--- config.mk ---
export PLATFORM = sky130hd
export DESIGN_NAME = fetch_stage
export DESIGN_NICKNAME = d
export VERILOG_FILES = /design/src/rtl/fetch_stage.sv
export SDC_FILE = /design/constraint.sdc
export NUM_CORES = 1
export LEC_CHECK = 0
export ABC_AREA = 1
export CAP_MARGIN = 20
export CORE_UTILIZATION = 35
export DETAILED_ROUTE_END_ITERATION = 10
export PLACE_DENSITY = 0.6
export SYNTH_ARGS = -nofsm -noshare
export SYNTH_HDL_FRONTEND = slang
export SYNTH_SLANG_ARGS = --single-unit
--- constraint.sdc ---
create_clock -name clk -period 7.2 [get_ports clk]
set_input_delay 1.08 -clock clk [delete_from_list [all_inputs] [get_ports clk]]
set_output_delay 1.08 -clock clk [all_outputs]
set_load 0.01 [all_outputs]
--- src/rtl/fetch_stage.sv ---
// Instruction fetch stage: one outstanding word-addressed memory request,
// a single-entry holding slot toward decode, and redirect/discard handling.
module fetch_stage #(
    parameter int              SIZE     = 32,
    parameter logic [SIZE-1:0] RESET_PC = '0
) (
    input  logic            clk,
    input  logic            rst,
    output logic            imem_req,
    output logic [SIZE-1:0] imem_addr,
    input  logic            imem_ack,
    input  logic [SIZE-1:0] imem_rdata,
    input  logic            redirect_valid,
    input  logic [SIZE-1:0] redirect_target,
    output logic            if_valid,
    input  logic            if_ready,
    output logic [SIZE-1:0] if_instr,
    output logic [SIZE-1:0] if_pc,
    output logic [SIZE-1:0] if_pc_next,
    output logic [SIZE-1:0] fetch_count
);

    localparam logic [SIZE-1:0] ONE = {{(SIZE-1){1'b0}}, 1'b1};

    typedef enum logic [1:0] {
        S_IDLE  = 2'd0,
        S_FETCH = 2'd1,
        S_HOLD  = 2'd2,
        S_DROP  = 2'd3
    } state_t;

    state_t          r_state;
    state_t          w_state_next;

    logic [SIZE-1:0] r_pc;
    logic            r_imem_req;
    logic [SIZE-1:0] r_imem_addr;
    logic            r_if_valid;
    logic [SIZE-1:0] r_if_instr;
    logic [SIZE-1:0] r_if_pc;
    logic [SIZE-1:0] r_if_pc_next;
    logic [SIZE-1:0] r_fetch_count;

    logic [SIZE-1:0] w_pc_next;
    logic            w_imem_req_next;
    logic [SIZE-1:0] w_imem_addr_next;
    logic            w_if_valid_next;
    logic [SIZE-1:0] w_if_instr_next;
    logic [SIZE-1:0] w_if_pc_next_next;
    logic [SIZE-1:0] w_if_pc_reg_next;
    logic [SIZE-1:0] w_fetch_count_next;
    logic [SIZE-1:0] w_pc_inc;
    logic [SIZE-1:0] w_drop_sel;

    assign w_pc_inc   = r_pc + ONE;
    assign w_drop_sel = redirect_valid ? redirect_target : r_pc;

    always_ff @(posedge clk or posedge rst) begin
        if (rst) begin
            r_state <= S_IDLE;
        end else begin
            r_state <= w_state_next;
        end
    end

    always_comb begin
        w_state_next = r_state;
        case (r_state)
            S_IDLE:  w_state_next = S_FETCH;
            S_FETCH: begin
                if (redirect_valid) begin
                    w_state_next = imem_ack ? S_FETCH : S_DROP;
                end else if (imem_ack) begin
                    w_state_next = S_HOLD;
                end
            end
            S_HOLD:  begin
                if (redirect_valid || if_ready) begin
                    w_state_next = S_FETCH;
                end
            end
            S_DROP:  begin
                if (imem_ack) begin
                    w_state_next = S_FETCH;
                end
            end
            default: w_state_next = S_IDLE;
        endcase
    end

    // Next values of all registered outputs and the pc; everything holds by default.
    always_comb begin
        w_pc_next          = r_pc;
        w_imem_req_next    = r_imem_req;
        w_imem_addr_next   = r_imem_addr;
        w_if_valid_next    = r_if_valid;
        w_if_instr_next    = r_if_instr;
        w_if_pc_reg_next   = r_if_pc;
        w_if_pc_next_next  = r_if_pc_next;
        w_fetch_count_next = r_fetch_count;
        case (r_state)
            S_IDLE: begin
                w_pc_next        = redirect_valid ? redirect_target : r_pc;
                w_imem_addr_next = redirect_valid ? redirect_target : r_pc;
                w_imem_req_next  = 1'b1;
            end
            S_FETCH: begin
                if (redirect_valid) begin
                    // The address may only move once the pending request has completed.
                    w_pc_next = redirect_target;
                    if (imem_ack) begin
                        w_imem_addr_next = redirect_target;
                    end
                end else if (imem_ack) begin
                    w_if_instr_next   = imem_rdata;
                    w_if_pc_reg_next  = r_imem_addr;
                    w_if_pc_next_next = r_imem_addr + ONE;
                    w_if_valid_next   = 1'b1;
                    w_imem_req_next   = 1'b0;
                end
            end
            S_HOLD: begin
                if (redirect_valid) begin
                    w_if_valid_next  = 1'b0;
                    w_pc_next        = redirect_target;
                    w_imem_addr_next = redirect_target;
                    w_imem_req_next  = 1'b1;
                end else if (if_ready) begin
                    w_if_valid_next    = 1'b0;
                    w_fetch_count_next = r_fetch_count + ONE;
                    w_pc_next          = w_pc_inc;
                    w_imem_addr_next   = w_pc_inc;
                    w_imem_req_next    = 1'b1;
                end
            end
            S_DROP: begin
                if (imem_ack) begin
                    w_pc_next        = w_drop_sel;
                    w_imem_addr_next = w_drop_sel;
                end else if (redirect_valid) begin
                    w_pc_next = redirect_target;
                end
            end
            default: ;
        endcase
    end

    always_ff @(posedge clk or posedge rst) begin
        if (rst) begin
            r_pc          <= RESET_PC;
            r_imem_req    <= 1'b0;
            r_imem_addr   <= RESET_PC;
            r_if_valid    <= 1'b0;
            r_if_instr    <= '0;
            r_if_pc       <= '0;
            r_if_pc_next  <= '0;
            r_fetch_count <= '0;
        end else begin
            r_pc          <= w_pc_next;
            r_imem_req    <= w_imem_req_next;
            r_imem_addr   <= w_imem_addr_next;
            r_if_valid    <= w_if_valid_next;
            r_if_instr    <= w_if_instr_next;
            r_if_pc       <= w_if_pc_reg_next;
            r_if_pc_next  <= w_if_pc_next_next;
            r_fetch_count <= w_fetch_count_next;
        end
    end

    assign imem_req    = r_imem_req;
    assign imem_addr   = r_imem_addr;
    assign if_valid    = r_if_valid;
    assign if_instr    = r_if_instr;
    assign if_pc       = r_if_pc;
    assign if_pc_next  = r_if_pc_next;
    assign fetch_count = r_fetch_count;

endmodule
==> results of run 1 <==
==> layout by cell type, fill, tap and decap left out, types with 19 or more instances in the layout <==
master / netlist / routed
sky130_fd_sc_hd__clkdlybuf4s50_1: 0 / 229
sky130_fd_sc_hd__nor3_1: 19 / 19
sky130_fd_sc_hd__o21ai_0: 64 / 64
sky130_fd_sc_hd__nor2_1: 142 / 142
sky130_fd_sc_hd__nand2_1: 585 / 585
sky130_fd_sc_hd__nand3_1: 76 / 76
sky130_fd_sc_hd__dfrtp_1: 196 / 196
sky130_fd_sc_hd__inv_1: 94 / 92
sky130_fd_sc_hd__a22oi_1: 19 / 19
sky130_fd_sc_hd__a21oi_1: 96 / 96
sky130_fd_sc_hd__nand4_1: 20 / 20
==> logic make-up (layout without fill, tap and decap cells) <==
group / after synthesis / count (layout)
buffers and inverters: 162 / 372
flip-flops: 196 / 196
XOR/XNOR: 32 / 32
AO/OA/AOI/OAI: 213 / 213
AND/OR/NAND/NOR: 873 / 873
adder cells (fa/ha/maj): 6 / 6
==> worst max-delay path, cell delays in order <==
cell	delay, ns
sky130_fd_sc_hd__buf_2	0.09
sky130_fd_sc_hd__buf_4	0.30
sky130_fd_sc_hd__inv_4	0.49
sky130_fd_sc_hd__nand3_4	0.66
sky130_fd_sc_hd__inv_2	0.71
sky130_fd_sc_hd__nand2_1	0.19
sky130_fd_sc_hd__nor2_2	0.24
sky130_fd_sc_hd__nand2_1	0.14
sky130_fd_sc_hd__o211ai_1	0.20
sky130_fd_sc_hd__nand2_1	0.07
sky130_fd_sc_hd__inv_1	0.05
==> synth_stat cells, types with 3 or more instances <==
master,count,area [µm²]
sky130_fd_sc_hd__a31oi_1,5,31.28
sky130_fd_sc_hd__clkbuf_1,28,105.1
sky130_fd_sc_hd__inv_2,6,22.52
sky130_fd_sc_hd__ha_1,6,75.07
sky130_fd_sc_hd__nor3_1,19,95.09
sky130_fd_sc_hd__nand3_1,76,380.4
sky130_fd_sc_hd__o211ai_1,11,82.58
sky130_fd_sc_hd__xnor2_1,14,122.6
sky130_fd_sc_hd__o21ai_1,7,35.03
sky130_fd_sc_hd__buf_1,6,22.52
sky130_fd_sc_hd__xor2_1,18,157.7
sky130_fd_sc_hd__a22oi_1,19,142.6
sky130_fd_sc_hd__nor2_1,142,533.0
sky130_fd_sc_hd__buf_2,24,120.1
sky130_fd_sc_hd__nor2_2,11,68.82
sky130_fd_sc_hd__a21oi_1,96,480.5
sky130_fd_sc_hd__nand3b_1,3,22.52
sky130_fd_sc_hd__dfrtp_1,196,4905
sky130_fd_sc_hd__nand4_1,20,125.1
sky130_fd_sc_hd__nor4_1,4,25.02
sky130_fd_sc_hd__inv_1,94,352.8
sky130_fd_sc_hd__o21ai_0,64,320.3
sky130_fd_sc_hd__nand2_1,585,2196
sky130_fd_sc_hd__nor2_4,3,33.78
sky130_fd_sc_hd__o21a_1,5,37.54
==> per-layer routing <==
metal  routed length [µm]  track usage, %  up-vias
met1                16010           32.34     4960
met5                    0               0        -
met2                15600           34.36      424
met4                  620           6.717        0
li1                     -               -     5170
met3                 2447           3.230       40
==> through the flow <==
stage | total power, mW | hold WS [ns] | util, % | std cells | worst slack [ns]
after floorplan | 3.386 | 0.5144 | - | 1482 | 0.7794
after global placement | 4.675 | 0.4607 | 44.53 | 2050 | 2.919
after detailed placement | 4.709 | 0.4641 | 44.53 | 2050 | 2.827
after CTS | 5.705 | 0.4852 | 46.55 | 2082 | 3.283
after global routing | 6.102 | 0.4995 | 46.55 | 2082 | 2.973
final | 5.687 | 0.4821 | 46.55 | 2082 | 3.227
==> area by class of cell <==
class / count / area, µm²
fillers: 3015 / 15930
multi-input cells: 1124 / 5125
flip-flops and latches: 196 / 4905
repair buffers: 238 / 2357
well taps: 390 / 488.0
clock buffers: 18 / 439.2
inverters: 102 / 392.9
clock inverters: 14 / 163.9
==> path summary, 6_finish.rpt <==
check	start	endpoint	cells past startpoint	slack, ns
min in group asynchronous	rst	if_instr[3]	2	1.15
max in group asynchronous	rst	if_pc_next[11]	3	4.82
hold / removal	if_instr[8]	if_instr[8]	2	0.48
hold reg to reg	if_instr[8]	if_instr[8]	2	0.48
setup / recovery	redirect_valid	if_pc_next[23]	11	3.23
setup reg to reg	r_state[1]	if_pc_next[23]	10	3.43
==> power by group <==
part           internal [mW]  leakage, nW  total [mW]  switching, mW
Clock                  0.477        0.290       0.978          0.501
Combinational           1.15         3.74        2.70           1.54
Sequential              1.55         2.47        2.01          0.465
==> flip-flops by register name, indices dropped and copies added (netlist names) <==
signal / flops
imem_addr: 32
r_state: 2
if_pc_next: 32
if_instr: 32
imem_req: 1
if_valid: 1
fetch_count: 32
if_pc: 32
r_pc: 32
==> impl_summary.md, run 1 <==
Critical path
The required arrival time at the worst endpoint is 7.58 ns. For the worst setup path, the data arrival time is 4.36 ns. The largest fanout of any net on the critical path is 68. The nature of the critical path endpoint is a register. The type of element launching the critical path is a primary input. The critical path start-end classification is in -> reg.

STA
The routed design could run at a clock period as short as 3.973 ns. The clock tree skew after final layout is 0.01352 ns. At the pin with the least slew margin, the transition time is 0.9885 ns. The number of pins with negative max-slew slack in the final report is 0.

The headroom to the max-slew limit is 34.00%. Setup violations remaining at the end of the flow were counted as 0. The part of the cycle the worst path needs is 55.18%.

Based on the critical path, the design can be clocked at up to 0.2517 GHz. The final hold violation count came to 0. Setup total negative slack on the finished layout was measured at 0 ns.

Setup repair after global routing left no endpoint under its margin.

Logic synthesis
After Yosys synthesis, full adders, half adders and majority gates account for 0.7039% of the synthesized area. Summing the areas of all compound-gate instances in the mapped netlist gives 11.06% of the synthesized area. After synthesis, the netlist uses 41 different library cells. The number of enable-type register cells in the synthesized netlist is 0. The synthesized cell area is 10670 µm². The proportion of synthesized area in mux cells is 0%.

Summing the areas of all xor and xnor instances in the mapped netlist gives 2.628% of the synthesized area. The simple-gate portion of the synthesized area is 33.54%. Synthesis produced 1482 cells.

By area, the combinational part of the netlist is dominated by simple AND/OR/NAND/NOR gates. The most used flip-flop cell after synthesis is sky130_fd_sc_hd__dfrtp_1. Counting flops and latches in the post-synthesis netlist gives 196.

The synthesized netlist net count is 1557. The mean cell area of the mapped netlist is 7.197 µm². The Yosys step of the flow raised 0 warnings. In the synthesized netlist the async set-or-reset flop fraction comes to 100.0%. The share of the yosys chip area belonging to registers is 45.99%.

Floorplanning
The area of the die is 31170 µm². The core outline area is 29800 µm². The cell row count is 63. The die boundary width is 176.6 µm. The die height is 176.6 µm. For this design the top-level I/O count stands at 231.

For this configuration, the core starts out at a cell density of 35.79%.

Global route
The largest net degree at the start of global routing is 100. The via count of the first global-routing pass is 9750. For this run, the total global-route usage over all layers was measured as 22.35%. The number of antenna violations at the first check in global routing is 0.

The total overflow reported by the global router is 0. The first global-routing pass estimated 54.50 mm of wire.

Power and ir drop
The power density over the cells is 410.0 nW/µm². Summed over all cells, the static leakage comes to 6.498 nW. The maximum vdd drop is 0.2005 mV.

Clock tree
CTS saw 196 sinks. CTS placed an instance of sky130_fd_sc_hd__clkbuf_16 at the clock tree root. After clock tree synthesis, the flow added hold-fix buffers numbering 0.

No sink is reached through more buffers than the 2 on the longest clock path. The number of buffers created by CTS is 17. At the later pin of the worst-skew pair, clock insertion delay measures 0.45 ns. The clock-pin slew on the worst setup and hold paths is 0.08 ns. After clock tree synthesis, the repair step resized 0 gates.

Post-CTS timing repair inserted 0 buffers for setup. TritonCTS built the clock tree. The H-tree was split into 4 levels.

Drt
The wire length after detailed routing is 34.68 mm. For this block, the initial DRC count from the detailed router was 1032. In the final routed layout, each cell accounts on average for 16.66 µm. The post-route DRC violation count is 0.

Summing over every cut layer, the via total after detailed routing is 10590. After detailed routing, the number of vias per cell comes to 5.088. The count of TritonRoute iterations in the first routing pass is 6. The count of nets left with antenna violations once routing finished came out at 0.

Place
The congestion estimate from routability-driven global placement came to 0.8830. Once placement finished, the instance area stood at 13270 µm². The post-detailed-placement half-perimeter wirelength is 24.63 mm. The total of buffers placed on input and output ports is 230.

Flow run
The tool flagged a number of max-cap violations equal to 0.

Outcome
The run finished with clean final reports.

Final layout
In the final design database the tool counted 1754 nets. The share of cells above drive strength 1 is 4.314%. The count of antenna diodes in the layout is 0. From synthesis to final layout, the design area changed by 30.06%.

The finished layout cell area is 13870 µm².

Hold path
The path class of the tightest hold or removal check is reg -> reg.
Power figures use the tool's default switching activity.
==> run 2: changes to the inputs <==
==> constraint.sdc (replaced) <==
create_clock -name clk -period 3.7 [get_ports clk]
set_input_delay 0.555 -clock clk [delete_from_list [all_inputs] [get_ports clk]]
set_output_delay 0.555 -clock clk [all_outputs]
set_load 0.01 [all_outputs]
==> run 2 against run 1 <==
Compared with the run above:
- clock skew grew 0.023 ns
- register-to-register slack got worse by 2.6 ns
- power increased by 94%
- largest power group unchanged
- highest routed layer unchanged
==> impl_summary.md, run 2 (synthesized netlist as in run 1, its figures left out) <==
Hold path
The type of the worst min-delay path is in -> async (was reg -> reg).

Power and ir drop
The clock group share of total power is 17.1% (was 17.2%). The maximum vdd drop is 0.3932 mV (was 0.2005 mV). The internal power contribution is 6.184 mW (was 3.177 mW). The share of power burned in registers was 35.2% (was 35.4%). The combinational share of power is 47.7% (was 47.4%). The power dissipated by switching net loads is 4.869 mW (was 2.510 mW). The leakage power total is 6.535 nW (was 6.498 nW).

The power density over the cells is 794.5 nW/µm² (was 410.0 nW/µm²). The switching power share of the total came to 44.05% (was 44.14%).

Floorplanning
The area of the die is 31170 µm² (unchanged). The die height is 176.6 µm (unchanged). The core outline area is 29800 µm² (unchanged). The count of boundary I/O pins is 231 (unchanged). The effective utilization at floorplan is 35.79% (unchanged). The cell row count is 63 (unchanged). The die boundary width is 176.6 µm (unchanged).

Clock tree
The number of H-tree branching levels was 4 (unchanged). The post-CTS repair timing setup buffer count is 0 (unchanged). The cell chosen for the clock root was sky130_fd_sc_hd__clkbuf_16 (unchanged). The number of sinks handled by clock tree synthesis is 196 (unchanged). The clock tree from TritonCTS is built (unchanged). The maximum clock path buffer count is 2 (unchanged). The post-cts repair resize count came to 0 (unchanged). The number of hold buffers added after cts was 0 (unchanged). The clock latency of the later-clocked register in the worst-skew pair is 0.45 ns (about the same). The number of buffers created by CTS is 17 (unchanged). The clock-pin slew on the worst setup and hold paths is 0.09 ns (was 0.08 ns).

Final layout
The filler cell count in the final layout is 3031 (was 3015). The number of standard cells in the layout, taps in and fillers out is 2089 (was 2082). The layout overhead on the synthesized area is 30.44% (was 30.06%). The combined flip-flop and latch cell area is 4905 µm² (unchanged). The count of antenna diodes in the layout was 0 (unchanged). The layout net count is 1761 (was 1754). The area used by multi-input combinational logic was 5120 µm² (was 5125 µm²). The most common cell after layout, fill and taps aside is sky130_fd_sc_hd__nand2_1 (unchanged). The share of cells above drive strength 1 came to 4.591% (was 4.314%). Most frequent cells in the layout: 585 x sky130_fd_sc_hd__nand2_1, 229 x sky130_fd_sc_hd__clkdlybuf4s50_1, 196 x sky130_fd_sc_hd__dfrtp_1, 142 x sky130_fd_sc_hd__nor2_1, 96 x sky130_fd_sc_hd__a21oi_1 (unchanged).

STA
The clock tree skew after final layout is 0.03627 ns (was 0.01352 ns). The final-report setup violation count is 0 (unchanged). The part of the cycle the worst path needs is 76.59%.

The final hold violation count is 0 (unchanged). The headroom to the max-slew limit is 38.11% (was 34.00%). The highest achievable clock rate is 0.3529 GHz. The measured slew at the worst slew-check pin is 0.9283 ns (was 0.9885 ns). Unrepaired setup endpoints after global routing: false (unchanged). For the finished layout, the period the worst path requires is 2.834 ns. The number of pins with negative max-slew slack in the final report is 0 (unchanged).

The setup TNS is 0 ns (unchanged).

Global route
The via count of the first global-routing pass is 9588 (was 9750). The number of antenna violations at the first check in global routing is 0 (unchanged). The wire length of the first global-routing pass was 54.34 mm (was 54.50 mm). The total overflow reported by the global router is 0 (unchanged). The total routing resource utilization after global routing came to 22.40% (was 22.35%).

The largest net degree at the start of global routing came to 92 (was 100).

Drt
The initial DRC count came to 922 (was 1032). The routed via count divided by cell count came to 5.040 (was 5.088). The wire length after detailed routing came to 34.80 mm (was 34.68 mm). The count of TritonRoute iterations in the first routing pass is 5 (was 6). The average routed wire per standard cell was 16.66 µm (about the same). The remaining antenna violation count is 0 (unchanged).

The routed via count was 10530 (was 10590). The post-route DRC violation count was 0 (unchanged).

Critical path
The slowest library cell on the worst path is sky130_fd_sc_hd__buf_4 (was sky130_fd_sc_hd__inv_2). The critical path start-end classification is reg -> reg (was in -> reg). The count of cells along the worst register-to-register path came to 9 (was 10). The minimum setup slack among reg-to-reg paths is 0.87 ns (was 3.43 ns).

The library cell appearing most often on the critical path was sky130_fd_sc_hd__buf_4 (was sky130_fd_sc_hd__nand2_1). The sum of buffers and inverters on the critical path was 4 (was 5). The required arrival time at the worst endpoint is 4.01 ns (was 7.58 ns). The family of cells with the greatest summed delay on the critical path is buffers and inverters (unchanged). The end of the worst register-to-register path is if_pc_next[15] (was if_pc_next[23]).

The worst stage delay on the critical path is 0.55 ns (was 0.71 ns). The worst setup path endpoint is if_pc_next[15] (was if_pc_next[23]). The worst setup path startpoint is r_state[1] (was redirect_valid). The type of element launching the critical path was a register (was primary input). The beginning of the worst register-to-register path is r_state[1] (unchanged). The data arrival at the endpoint of the critical path was 3.15 ns (was 4.36 ns).

Critical path cell sequence: inv_1 -> ha_1 -> buf_4 -> nand3_4 -> inv_2 -> buf_4 -> nand2_1 -> nor4_1 -> nor2_1 (was buf_2 -> buf_4 -> inv_4 -> nand3_4 -> inv_2 -> nand2_1 -> nor2_2 -> nand2_1 -> o211ai_1 -> nand2_1 -> inv_1). The largest fanout of any net on the critical path was 56 (was 68). The nature of the critical path endpoint is a register (unchanged).

The number of gates on the worst path with buffers counted is 9 (was 11).

Place
The placer's final routability congestion estimate is 0.9035 (was 0.8830). The total of buffers placed on input and output ports is 230 (unchanged). The post-detailed-placement half-perimeter wirelength came to 25.43 mm (was 24.63 mm). The post-placement cell count came to 2057 (was 2050).

Outcome
Result of the run: completed (unchanged).

Flow run
The count of max-cap constraint violations is 0 (unchanged).
-- run 2: worst min-delay path by stage --
stage / endpoint / from / cells past startpoint
4_1_cts: if_pc_next[26] / rst / 2
3_3_place_gp: if_instr[5] / if_instr[5] / 2
6_report: if_pc[20] / rst / 2
3_5_place_dp: if_instr[4] / if_instr[4] / 2
5_1_grt: if_pc_next[26] / rst / 2
2_1_floorplan: r_state[1] / r_state[1] / 1
-- run 2: final cells by class --
type,count,area share [%]
repair buffers,245,17.32
clock inverters,15,1.259
clock buffers,17,3.058
well taps,390,3.508
flip-flops and latches,196,35.25
inverters,102,2.797
multi-input cells,1124,36.80
-- run 2: worst reg2reg max path, stage by stage (launching register included) --
cell and delay, ns:
sky130_fd_sc_hd__dfrtp_1 0.43, sky130_fd_sc_hd__inv_1 0.07, sky130_fd_sc_hd__ha_1 0.15, sky130_fd_sc_hd__buf_4 0.30
sky130_fd_sc_hd__nand3_4 0.33, sky130_fd_sc_hd__inv_2 0.27, sky130_fd_sc_hd__buf_4 0.55, sky130_fd_sc_hd__nand2_1 0.21
sky130_fd_sc_hd__nor4_1 0.31, sky130_fd_sc_hd__nor2_1 0.09
-- run 2: per-stage QoR --
step | setup slack, ns | power (mW) | hold WS (ns) | utilization, % | instance area [µm²]
floorplan | 0.6126 | 6.589 | 0.5144 | - | 10670
global placement | 0.8547 | 9.116 | 0.4602 | 44.68 | 13310
detailed placement | 0.7911 | 9.157 | 0.4642 | 44.68 | 13310
CTS | 0.8684 | 11.09 | 0.3789 | 46.69 | 13910
global route | 0.7182 | 11.90 | 0.3821 | 46.69 | 13910
finish | 0.8661 | 11.05 | 0.3935 | 46.69 | 13910
-- run 2: power by group through the flow --
stage / registers (mW) / logic (mW) / clock network [mW]
after detailed placement: 3.93 / 5.23 / 0
after global placement: 3.91 / 5.21 / 0
after floorplan: 3.98 / 2.61 / 0
after CTS: 3.89 / 5.25 / 1.95
after global routing: 4.01 / 5.85 / 2.04
final: 3.90 / 5.27 / 1.89
-- run 2: layer usage --
layer / vias up / GRT usage, % / part of all wire [%]
li1: 5177 / - / -
met1: 4883 / 32.34 / 47
met2: 441 / 34.93 / 45
met3: 27 / 3.488 / 6.9
met4: 0 / 5.388 / 1.5
met5: - / 0 / 0
